### src/rtl/rf_wb_arbiter.sv
// -----------------------------------------------------------------------------
// rf_wb_arbiter
//
// Purpose:
//   Arbitrates two write-back request channels (ALU and load unit) onto the
//   single register-file write port. It also tracks which registers are still
//   waiting for a write-back so the issue stage can detect source-operand
//   hazards.
//
// Optional feature (compile-time macro RF_WB_BYPASS_EN):
//   Defined     - a source register being written this cycle (WE3 & A3==rsN)
//                 raises fwdN_hit and is masked out of the hazard; the
//                 consumer takes WD3.
//   Not defined - fwd1_hit/fwd2_hit are tied to 0; a hazard lasts until the
//                 edge that clears the busy bit. The port list is the same.
//
// Handshake:
//   A channel transfers at a rising clk edge where its valid and ready are
//   both 1. Ready is combinational from the two valids and the priority
//   pointer; at most one ready is high per cycle, and neither is high while
//   rst is 0. Valid must not depend on ready.
//
// Ports:
//   clk, rst                  clock; asynchronous active-low reset
//   alu_valid/ready/addr/data ALU write-back channel
//   mem_valid/ready/addr/data load-unit write-back channel
//   issue_valid, issue_dst    mark a destination register as pending
//   rs1, rs2, hazard          source-operand hazard query
//   WE3, A3, WD3              register-file write port (registered)
//   busy                      per-register pending bits
//   fwd1_hit, fwd2_hit        bypass indicators for rs1 / rs2
// -----------------------------------------------------------------------------
module rf_wb_arbiter (
    input  logic        clk,
    input  logic        rst,
    input  logic        alu_valid,
    output logic        alu_ready,
    input  logic [2:0]  alu_addr,
    input  logic [18:0] alu_data,
    input  logic        mem_valid,
    output logic        mem_ready,
    input  logic [2:0]  mem_addr,
    input  logic [18:0] mem_data,
    input  logic        issue_valid,
    input  logic [2:0]  issue_dst,
    input  logic [2:0]  rs1,
    input  logic [2:0]  rs2,
    output logic        hazard,
    output logic        WE3,
    output logic [2:0]  A3,
    output logic [18:0] WD3,
    output logic [7:0]  busy,
    output logic        fwd1_hit,
    output logic        fwd2_hit
);

    // last_grant_q: 0 = ALU granted last, 1 = load unit granted last.
    logic        last_grant_q, last_grant_d;
    logic        we_q, we_d;
    logic [2:0]  a3_q, a3_d;
    logic [18:0] wd3_q, wd3_d;
    logic [7:0]  busy_q, busy_d;

    logic        alu_xfer;
    logic        mem_xfer;
    logic [7:0]  set_mask;
    logic [7:0]  clr_mask;
    logic        m1;
    logic        m2;

    // Arbitration: the sole requester wins; on contention the channel not
    // granted last wins.
    always_comb begin
        alu_ready = 1'b0;
        mem_ready = 1'b0;
        if (rst) begin
            if (alu_valid && (!mem_valid || last_grant_q)) begin
                alu_ready = 1'b1;
            end else if (mem_valid) begin
                mem_ready = 1'b1;
            end
        end
    end

    assign alu_xfer = alu_valid & alu_ready;
    assign mem_xfer = mem_valid & mem_ready;

    always_comb begin
        last_grant_d = last_grant_q;
        a3_d         = a3_q;
        wd3_d        = wd3_q;
        we_d         = alu_xfer | mem_xfer;
        if (alu_xfer) begin
            a3_d         = alu_addr;
            wd3_d        = alu_data;
            last_grant_d = 1'b0;
        end else if (mem_xfer) begin
            a3_d         = mem_addr;
            wd3_d        = mem_data;
            last_grant_d = 1'b1;
        end
    end

    // Clear is applied before set, so a same-edge set and clear of one bit
    // leaves it set, while different bits both take effect.
    always_comb begin
        set_mask = 8'h00;
        clr_mask = 8'h00;
        if (issue_valid) begin
            set_mask[issue_dst] = 1'b1;
        end
        if (we_q) begin
            clr_mask[a3_q] = 1'b1;
        end
        busy_d = (busy_q & ~clr_mask) | set_mask;
    end

    always_ff @(posedge clk or negedge rst) begin
        if (!rst) begin
            last_grant_q <= 1'b1;
            we_q         <= 1'b0;
            a3_q         <= 3'd0;
            wd3_q        <= 19'd0;
            busy_q       <= 8'h00;
        end else begin
            last_grant_q <= last_grant_d;
            we_q         <= we_d;
            a3_q         <= a3_d;
            wd3_q        <= wd3_d;
            busy_q       <= busy_d;
        end
    end

`ifdef RF_WB_BYPASS_EN
    assign fwd1_hit = we_q & (a3_q == rs1);
    assign fwd2_hit = we_q & (a3_q == rs2);
    assign m1       = fwd1_hit;
    assign m2       = fwd2_hit;
`else
    assign fwd1_hit = 1'b0;
    assign fwd2_hit = 1'b0;
    assign m1       = 1'b0;
    assign m2       = 1'b0;
`endif

    assign hazard = (busy_q[rs1] & ~m1) | (busy_q[rs2] & ~m2);

    assign WE3  = we_q;
    assign A3   = a3_q;
    assign WD3  = wd3_q;
    assign busy = busy_q;

endmodule

### config.mk
export PLATFORM = sky130hd
export DESIGN_NAME = rf_wb_arbiter
export DESIGN_NICKNAME = d
export VERILOG_FILES = /design/src/rtl/rf_wb_arbiter.sv
export SDC_FILE = /design/constraint.sdc
export NUM_CORES = 1
export LEC_CHECK = 0
export ABC_AREA = 1
export CAP_MARGIN = 10
export CORE_AREA = 2 2 74 76
export DETAILED_ROUTE_END_ITERATION = 6
export DIE_AREA = 0 0 76 78
export GPL_TIMING_DRIVEN = 1
export PLACE_DENSITY = 0.84
export SLEW_MARGIN = 25
export SYNTH_ARGS = -nofsm -noshare
export SYNTH_HDL_FRONTEND = slang
export SYNTH_SLANG_ARGS = --single-unit
### constraint.sdc
create_clock -name clk -period 1.2 [get_ports clk]
set_input_delay 0.18 -clock clk [delete_from_list [all_inputs] [get_ports clk]]
set_output_delay 0.18 -clock clk [all_outputs]
set_load 0.1 [all_outputs]
### Word level (Yosys, flattened, before mapping)

Cells that the tools add are included.

* $lt $le $gt $ge: 6
* mux-type cells: 21
* bitwise gates (word level): 7
* reduce and logical (&&, ||, !) cells: 6

Operators with widths (number)
* 19-bit two-way mux: 2
* 3-bit by 4-bit < comparator with 1-bit output (second input constant): 4
* 8-bit two-way mux: 2
* 1-bit two-way mux: 11
* 8-bit bitwise AND: 1
* 8-bit inverter: 1
* 8-bit OR: 1
* 1-bit binary-select mux with 3-bit select: 2
* 1-bit demux with 3-bit select: 2
* 3-bit by 1-bit greater-or-equal comparator with 1-bit output (second input constant): 2
* 3-bit two-way mux: 2
* 1-bit logical AND: 3
* 1-bit bitwise AND: 2
* 1-bit OR: 2
* 2-bit nonzero test: 1
* 1-bit zero test: 1
* 1-bit logical OR: 1

* register bits: 32
* bits of input ports: 58

### Depth between registers and ports, before layout

Gate-level depths: netlist of run 1.

* depth after elaboration: 8
* gate-level depth with buffers: 8
* mapped depth without buffers: 7

### Least setup slack after synthesis of run 1

Ideal clock, no wire load.

* kind: flip-flop to output port
* start point: reg busy_q[1], in the netlist busy[1]
* end point: out hazard
* data arrival time: 1.921 ns
* data required time: 1.020 ns
* setup slack: -0.901 ns
* stages on the path, launching flop included: 7
* buffers on the path: 0
* cell sequence: dfrtp_1 inv_1 nand2_1 nand3_1 nand3_1 nand2_1 nand2_1

* longest elaborated chain between the ends: 3
* elaborated cells on any way between the ends: 5
* classes of those cells: 4 x mux; 1 x bitwise

RTL lines
* start: declaration: line 62 `logic [7:0] busy_q, busy_d;`
* start signal: assignment: line 130 `busy_q <= busy_d;`
* 1-bit binary-select mux with 3-bit select: line 146 `assign hazard = (busy_q[rs1] & ~m1) | (busy_q[rs2] & ~m2);`
* 1-bit two-way mux (not written as such): line 146
* 1-bit OR *: line 146
* end: declaration: line 48 `output logic hazard,`

Every way passes the cells marked *; elsewhere a longest branch is shown, timed or not. The select of a mux whose other input is x is not followed.

### Worst setup path in the final report of run 1

* start point: reg last_grant_q
* end point: out alu_ready

* longest elaborated chain between the ends: 4

RTL lines
* start: declaration: line 58 `logic last_grant_q, last_grant_d;`
* start signal: assignment: line 126 `last_grant_q <= last_grant_d;`
* 1-bit logical OR: line 77 `if (alu_valid && (!mem_valid || last_grant_q)) begin`
* 1-bit logical AND: line 77
* 1-bit two-way mux: line 77
* 1-bit two-way mux: line 76 `if (rst) begin`
* end: declaration: line 37 `output logic alu_ready,`

No other way between the ends.

==> impl_metrics.env, run 1 <==
export IMPL_status="finished, violations left"
export IMPL_netlist_area_um2=1750
export IMPL_io_pins=94
export IMPL_maxCapViolations=0
export IMPL_antenna_found_initial=0
export IMPL_die_h_um=78
export IMPL_die_w_um=76
export IMPL_synth_cell_types=17
export IMPL_clkPwrFrac=0.126
export IMPL_via_count=2071
export IMPL_rows=26
export IMPL_dp_hpwl_um=4220
export IMPL_core_um2=5040
export IMPL_finalPower_mw=6.91
export IMPL_drc=0
export IMPL_final_cell_mix="66 x nor2_1, 53 x clkdlybuf4s50_1, 42 x nand2_1, 38 x buf_12, 19 x dfrtp_1"
export IMPL_crit_fanout=2
export IMPL_rsz0062_at_grt="true"
export IMPL_yosys_top_cells_area="dfrtp_1 44%, nor2_1 14%, nand2_1 12%"
export IMPL_dr_pass1_iters=4
export IMPL_wirelength_um=6430
export IMPL_timing_final_crit_share=1.31
export IMPL_arrival_ns=1.40
export IMPL_failed_checks="setup timing"
export IMPL_synth_cells=244
export IMPL_intPower_mw=3.59
export IMPL_cts_buffers=5
export IMPL_yosysTopAreaCellShare=0.444
export IMPL_grt_max_degree=23
export IMPL_seq_area_frac_synth=0.459
export IMPL_instances_no_fill=440
export IMPL_die_area_um2=5930
export IMPL_cp_start_kind="flip-flop"
export IMPL_grt_pass1_vias=2176
export IMPL_fmax_mhz=635
export IMPL_routedWlPerCell_um=14.6
export IMPL_final_core_util=0.736
export IMPL_setup_viol=35
export IMPL_p_comb_frac=0.631
export IMPL_path_class="flip-flop to primary output"
export IMPL_p_leak_nw=1.69
export IMPL_period_needed_ns=1.58
export IMPL_ctsLongestPathBuffers=2
export IMPL_nFillCells=358
export IMPL_ant_nets=0
export IMPL_worst_slack_ns=-0.375
export IMPL_placed_area_um2=3220
export IMPL_area_delta_synth_final_pct=112
export IMPL_yosys_area_top_type="dfrtp_1"
export IMPL_placed_cells=415
export IMPL_ys_ff_latch=32
export IMPL_overflow=0
export IMPL_nets=427
export IMPL_clock_skew_ns=0.00415
export IMPL_avgSynthCellArea_um2=7.16
export IMPL_p_switching_mw=3.32
export IMPL_cts_sinks=32
export IMPL_cts_tree="yes"
export IMPL_layout_commonest_cell="nor2_1"
export IMPL_grt_total_usage=0.224
export IMPL_p_per_area_nw_per_um2=1860
export IMPL_finalInstanceArea_um2=3710
export IMPL_drv_slew=0
export IMPL_place_ws_ns=-0.395
export IMPL_grt_pass1_wl_um=10500
export IMPL_yosys_warnings=0
export IMPL_endpoint_kind="primary output"
export IMPL_vdd_drop_max_uv=996
export IMPL_sw_frac_of_total=0.481
export IMPL_cts_max_level=2
export IMPL_power_frac_seq=0.243
export IMPL_hp_class="input pin to flip-flop"
export IMPL_initial_core_util=0.347
export IMPL_drt_iter0_drc=91
export IMPL_clk_latency_ns=0.28
export IMPL_drive_gt1_frac=0.368
export IMPL_diodes=0
export IMPL_root_buffer="clkbuf_8"
export IMPL_path_clk_slew_ns=0.07
export IMPL_gp_congestion=0.829
export IMPL_io_buffers=91
export IMPL_routed_via_density=4.71
export IMPL_cp_required_ns=1.02
export IMPL_finalHoldViolations=0
## state kept, by name (all words and copies together) (netlist names)
register	flops
A3	3
WD3	19
WE3	1
busy	8
last_grant_q	1
## power groups by stage
stage / clock network, mW / logic, mW / registers [mW]
final: 0.869 / 4.36 / 1.68
after global routing: 0.937 / 4.53 / 1.70
after CTS: 0.866 / 4.21 / 1.67
after detailed placement: 0 / 3.88 / 1.67
after global placement: 0 / 3.82 / 1.66
after floorplan: 0 / 0.605 / 3.24
## synth_stat cells
cell and count:
conb_1 1, buf_6 6, nand2_1 57, o21ai_1 4, inv_1 23, buf_2 3
nand3_1 10, nor2_1 66, nand2_8 1, nand3_2 1, buf_4 2, a21oi_2 1
a21oi_1 1, o21ai_0 34, nand2_2 2, dfrtp_1 31, dfstp_2 1
## timing repair
item                                    4_1_cts  5_1_grt
gates resized for setup                      48       21
setup buffers                                11        6
endpoints found under the hold margin        31        0
gates cloned                                  5        0
hold buffers                                  1        0
pin swaps                                    11       13
endpoints found under the setup margin       34       36
## routing by layer
layer | global-route usage | vias to the layer above | wire length [um]
met4 | 0.100 | 0 | 132
met1 | 0.250 | 950 | 2400
met5 | 0 | - | 0
li1 | - | 1006 | -
met2 | 0.400 | 100 | 3410
met3 | 0.0616 | 15 | 496
## logic make-up after synthesis
family | after synthesis | synth area share
and+or+nand+nor | 137 | 0.317
AOI/OAI and AO/OA | 40 | 0.117
buffers and inverters | 34 | 0.105
DFF | 32 | 0.459
other | 1 | 0.00215
## final cells by class
class | count | area (um^2) | share of cell area
inverter | 23 | 90.1 | 0.0243
timing repair buffer | 125 | 1640 | 0.442
sequential | 32 | 837 | 0.226
clock buffer | 8 | 90.1 | 0.0243
multi-input combinational | 182 | 966 | 0.260
tap | 70 | 87.6 | 0.0236
## through the flow
step	TNS, ns	hold WS (ns)
4_1_cts	-7.16	0.470
5_1_grt	-8.02	0.498
6_report	-6.38	0.483
2_1_floorplan	-1.27	-0.116
3_5_place_dp	-8.13	0.190
3_3_place_gp	-7.10	0.187
## worst max-delay path, stage by stage, from the launching register on
cell        delay, ns
dfstp_2          0.55
inv_2            0.05
nand2_4          0.06
nand3_4          0.08
buf_12           0.14
clkinvlp_4       0.07
buf_12           0.17
## path summary, 6_finish.rpt
kind                       slack [ns]  cells past startpoint             endpoint                startpoint
setup / recovery                -0.38                      6            alu_ready  last_grant_q$_DFFE_PN1P_
hold / removal                   0.48                      4        WE3$_DFF_PN0_                       rst
setup reg to reg                -0.29                      8  WD3[11]$_DFFE_PN0P_  last_grant_q$_DFFE_PN1P_
hold reg to reg                  0.56                      2  WD3[10]$_DFFE_PN0P_       WD3[10]$_DFFE_PN0P_
max in group asynchronous        0.40                      3    busy[0]$_DFF_PN0_                       rst
min in group asynchronous        0.49                      3  WD3[13]$_DFFE_PN0P_                       rst
(Power assumes the default switching activity.)
==> inputs of run 2 (changes only) <==
==> constraint.sdc (replaced) <==
create_clock -name clk -period 1.2 [get_ports clk]
set_input_delay 0.24 -clock clk [delete_from_list [all_inputs] [get_ports clk]]
set_output_delay 0.24 -clock clk [all_outputs]
set_load 0.1 [all_outputs]
==> run 2 against run 1 <==
The run still ends with setup timing left. Via count increased by 1.3%. First-iteration DRC count increased by 78%. Non-clock buffer count increased by 1. Setup slack got worse by 0.091 ns. Cell area increased by 2.8%. Sequential power increased by 2%. Hold slack got worse by 0.44 ns. Global-route usage decreased by 1.7 points. Register-to-register slack got worse by 0.09 ns. Sequential share of layout area decreased by 0.49 points. Largest cell class unchanged.
==> impl_metrics.env, run 2 (synthesis results as in run 1) <==
export IMPL_drt_iter0_drc=162
export IMPL_endpoint_kind="primary output"
export IMPL_grt_max_degree=32
export IMPL_dr_max_layer_used="met4"
export IMPL_p_switching_mw=3.34
export IMPL_die_h_um=78
export IMPL_period_needed_ns=1.67
export IMPL_fmax_mhz=600
export IMPL_path_class="flip-flop to primary output"
export IMPL_vdd_drop_max_uv=1120
export IMPL_nets=428
export IMPL_wl_met2_um=3600
export IMPL_nFillCells=335
export IMPL_antenna_found_initial=0
export IMPL_routed_via_density=4.76
export IMPL_clkPwrFrac=0.125
export IMPL_dp_hpwl_um=4080
export IMPL_gp_congestion=0.858
export IMPL_drc=0
export IMPL_cts_tree="yes"
export IMPL_rows=26
export IMPL_cp_top_family="flip-flops"
export IMPL_cts_sinks=32
export IMPL_via_count=2098
export IMPL_area_delta_synth_final_pct=118
export IMPL_core_um2=5040
export IMPL_drive_gt1_frac=0.394
export IMPL_ctsLongestPathBuffers=2
export IMPL_die_area_um2=5930
export IMPL_routedWlPerCell_um=14.9
export IMPL_crit_chain="inv_2 > nand2_1 > nand3_1 > nand3_2 > nand2_2 > nand2_4 > buf_12"
export IMPL_p_per_area_nw_per_um2=1820
export IMPL_final_core_util=0.757
export IMPL_cts_buffers=5
export IMPL_wl_met1_um=2460
export IMPL_worst_slack_ns=-0.466
export IMPL_hold_buffers=0
export IMPL_root_buffer="clkbuf_8"
export IMPL_cts_max_level=2
export IMPL_io_buffers=91
export IMPL_hp_class="input pin to async pin"
export IMPL_clk_latency_ns=0.29
export IMPL_crit_fanout=3
export IMPL_failed_checks="setup timing"
export IMPL_path_clk_slew_ns=0.07
export IMPL_status="finished, violations left"
export IMPL_crit_slowest_cell="dfrtp_4"
export IMPL_largest_reg_flops=19
export IMPL_intPower_mw=3.59
export IMPL_finalSetupTns_ns=-9.78
export IMPL_critPathBufInv=2
export IMPL_rsz0062_at_grt="true"
export IMPL_cp_required_ns=0.96
export IMPL_wirelength_um=6560
export IMPL_dr_pass1_iters=4
export IMPL_cpPeakStageDelay_ns=0.49
export IMPL_grt_pass1_wl_um=9690
export IMPL_grt_pass1_vias=2146
export IMPL_overflow=0
export IMPL_wl_met3_um=403
export IMPL_drv_slew=0
export IMPL_clock_skew_ns=0.00580
export IMPL_p_comb_frac=0.627
export IMPL_final_cell_mix="52 x clkdlybuf4s50_1, 51 x nor2_1, 49 x nand2_1, 39 x buf_12"
export IMPL_ant_nets=0
export IMPL_grt_total_usage=0.207
export IMPL_cp_start_kind="flip-flop"
export IMPL_diodes=0
export IMPL_timing_final_crit_share=1.39
export IMPL_arrival_ns=1.43
export IMPL_p_leak_nw=1.72
export IMPL_die_w_um=76
export IMPL_multi_input_area_um2=1000
export IMPL_power_frac_seq=0.247
export IMPL_sw_frac_of_total=0.482
export IMPL_maxCapViolations=0
export IMPL_register_area_um2=842
export IMPL_initial_core_util=0.347
export IMPL_layout_commonest_cell="clkdlybuf4s50_1"
export IMPL_setup_viol=35
export IMPL_io_pins=94
export IMPL_finalHoldViolations=0
[run 2: changes by cell type in the layout (fill, tap and decap cells not counted), sizes merged]
cell / previous run / this run
clkinv: 0 / 2
bufbuf: 1 / 0
clkbuf: 8 / 9
clkdlybuf4s50: 53 / 52
dlygate4sd2: 3 / 4
dlygate4sd3: 1 / 0
[run 2: metal layers]
| layer | track usage | vias to the layer above |
|---|---|---|
| met4 | 0.0709 | 0 |
| met5 | 0 | - |
| met1 | 0.225 | 993 |
| met2 | 0.385 | 85 |
| met3 | 0.0605 | 10 |
| li1 | - | 1010 |
[run 2: power groups by stage]
stage	combinational [mW]	clock (mW)	sequential, mW
floorplan	0.608	0	3.24
global placement	3.82	0	1.65
detailed placement	3.88	0	1.67
CTS	4.12	0.887	1.68
global route	4.52	0.933	1.75
finish	4.35	0.869	1.72
[run 2: what timing repair did]
item | in CTS | in global routing
endpoints found under the setup margin | 35 | 35
buffers inserted | 7 | 6
pin swaps | 11 | 17
gates resized for setup | 33 | 47
gates cloned | 4 | 3
[run 2: cell type report]
type / instances / area share
clock buffers: 6 / 0.0216
flip-flops and latches: 32 / 0.221
repair buffers: 126 / 0.445
well taps: 70 / 0.0230
clock inverters: 2 / 0.00262
multi-input cells: 182 / 0.263
inverters: 23 / 0.0236
[run 2: path summary, 6_finish.rpt]
check                                    startpoint                   to  cells after the start  slack, ns
max                               busy[7]$_DFF_PN0_               hazard                      7      -0.47
min                                             rst   WD3[1]$_DFFE_PN0P_                      2       0.05
max reg2reg                last_grant_q$_DFFE_PN1P_   WD3[3]$_DFFE_PN0P_                     10      -0.38
min reg2reg                     WD3[12]$_DFFE_PN0P_  WD3[12]$_DFFE_PN0P_                      2       0.57
max in group asynchronous                       rst    busy[1]$_DFF_PN0_                      2       0.81
min in group clk                       alu_data[14]  WD3[14]$_DFFE_PN0P_                      3       0.54
[run 2: metrics by stage]
step	hold slack [ns]	worst slack, ns	cells	instance area, um^2	total power, mW
after global placement	0.340	-0.436	414	3220	5.48
after detailed placement	0.350	-0.511	414	3220	5.55
after CTS	0.0558	-0.410	432	3520	6.68
after global routing	0.0601	-0.506	441	3820	7.20
after floorplan	-0.0556	-0.224	245	1830	3.85
final	0.0454	-0.466	441	3820	6.93
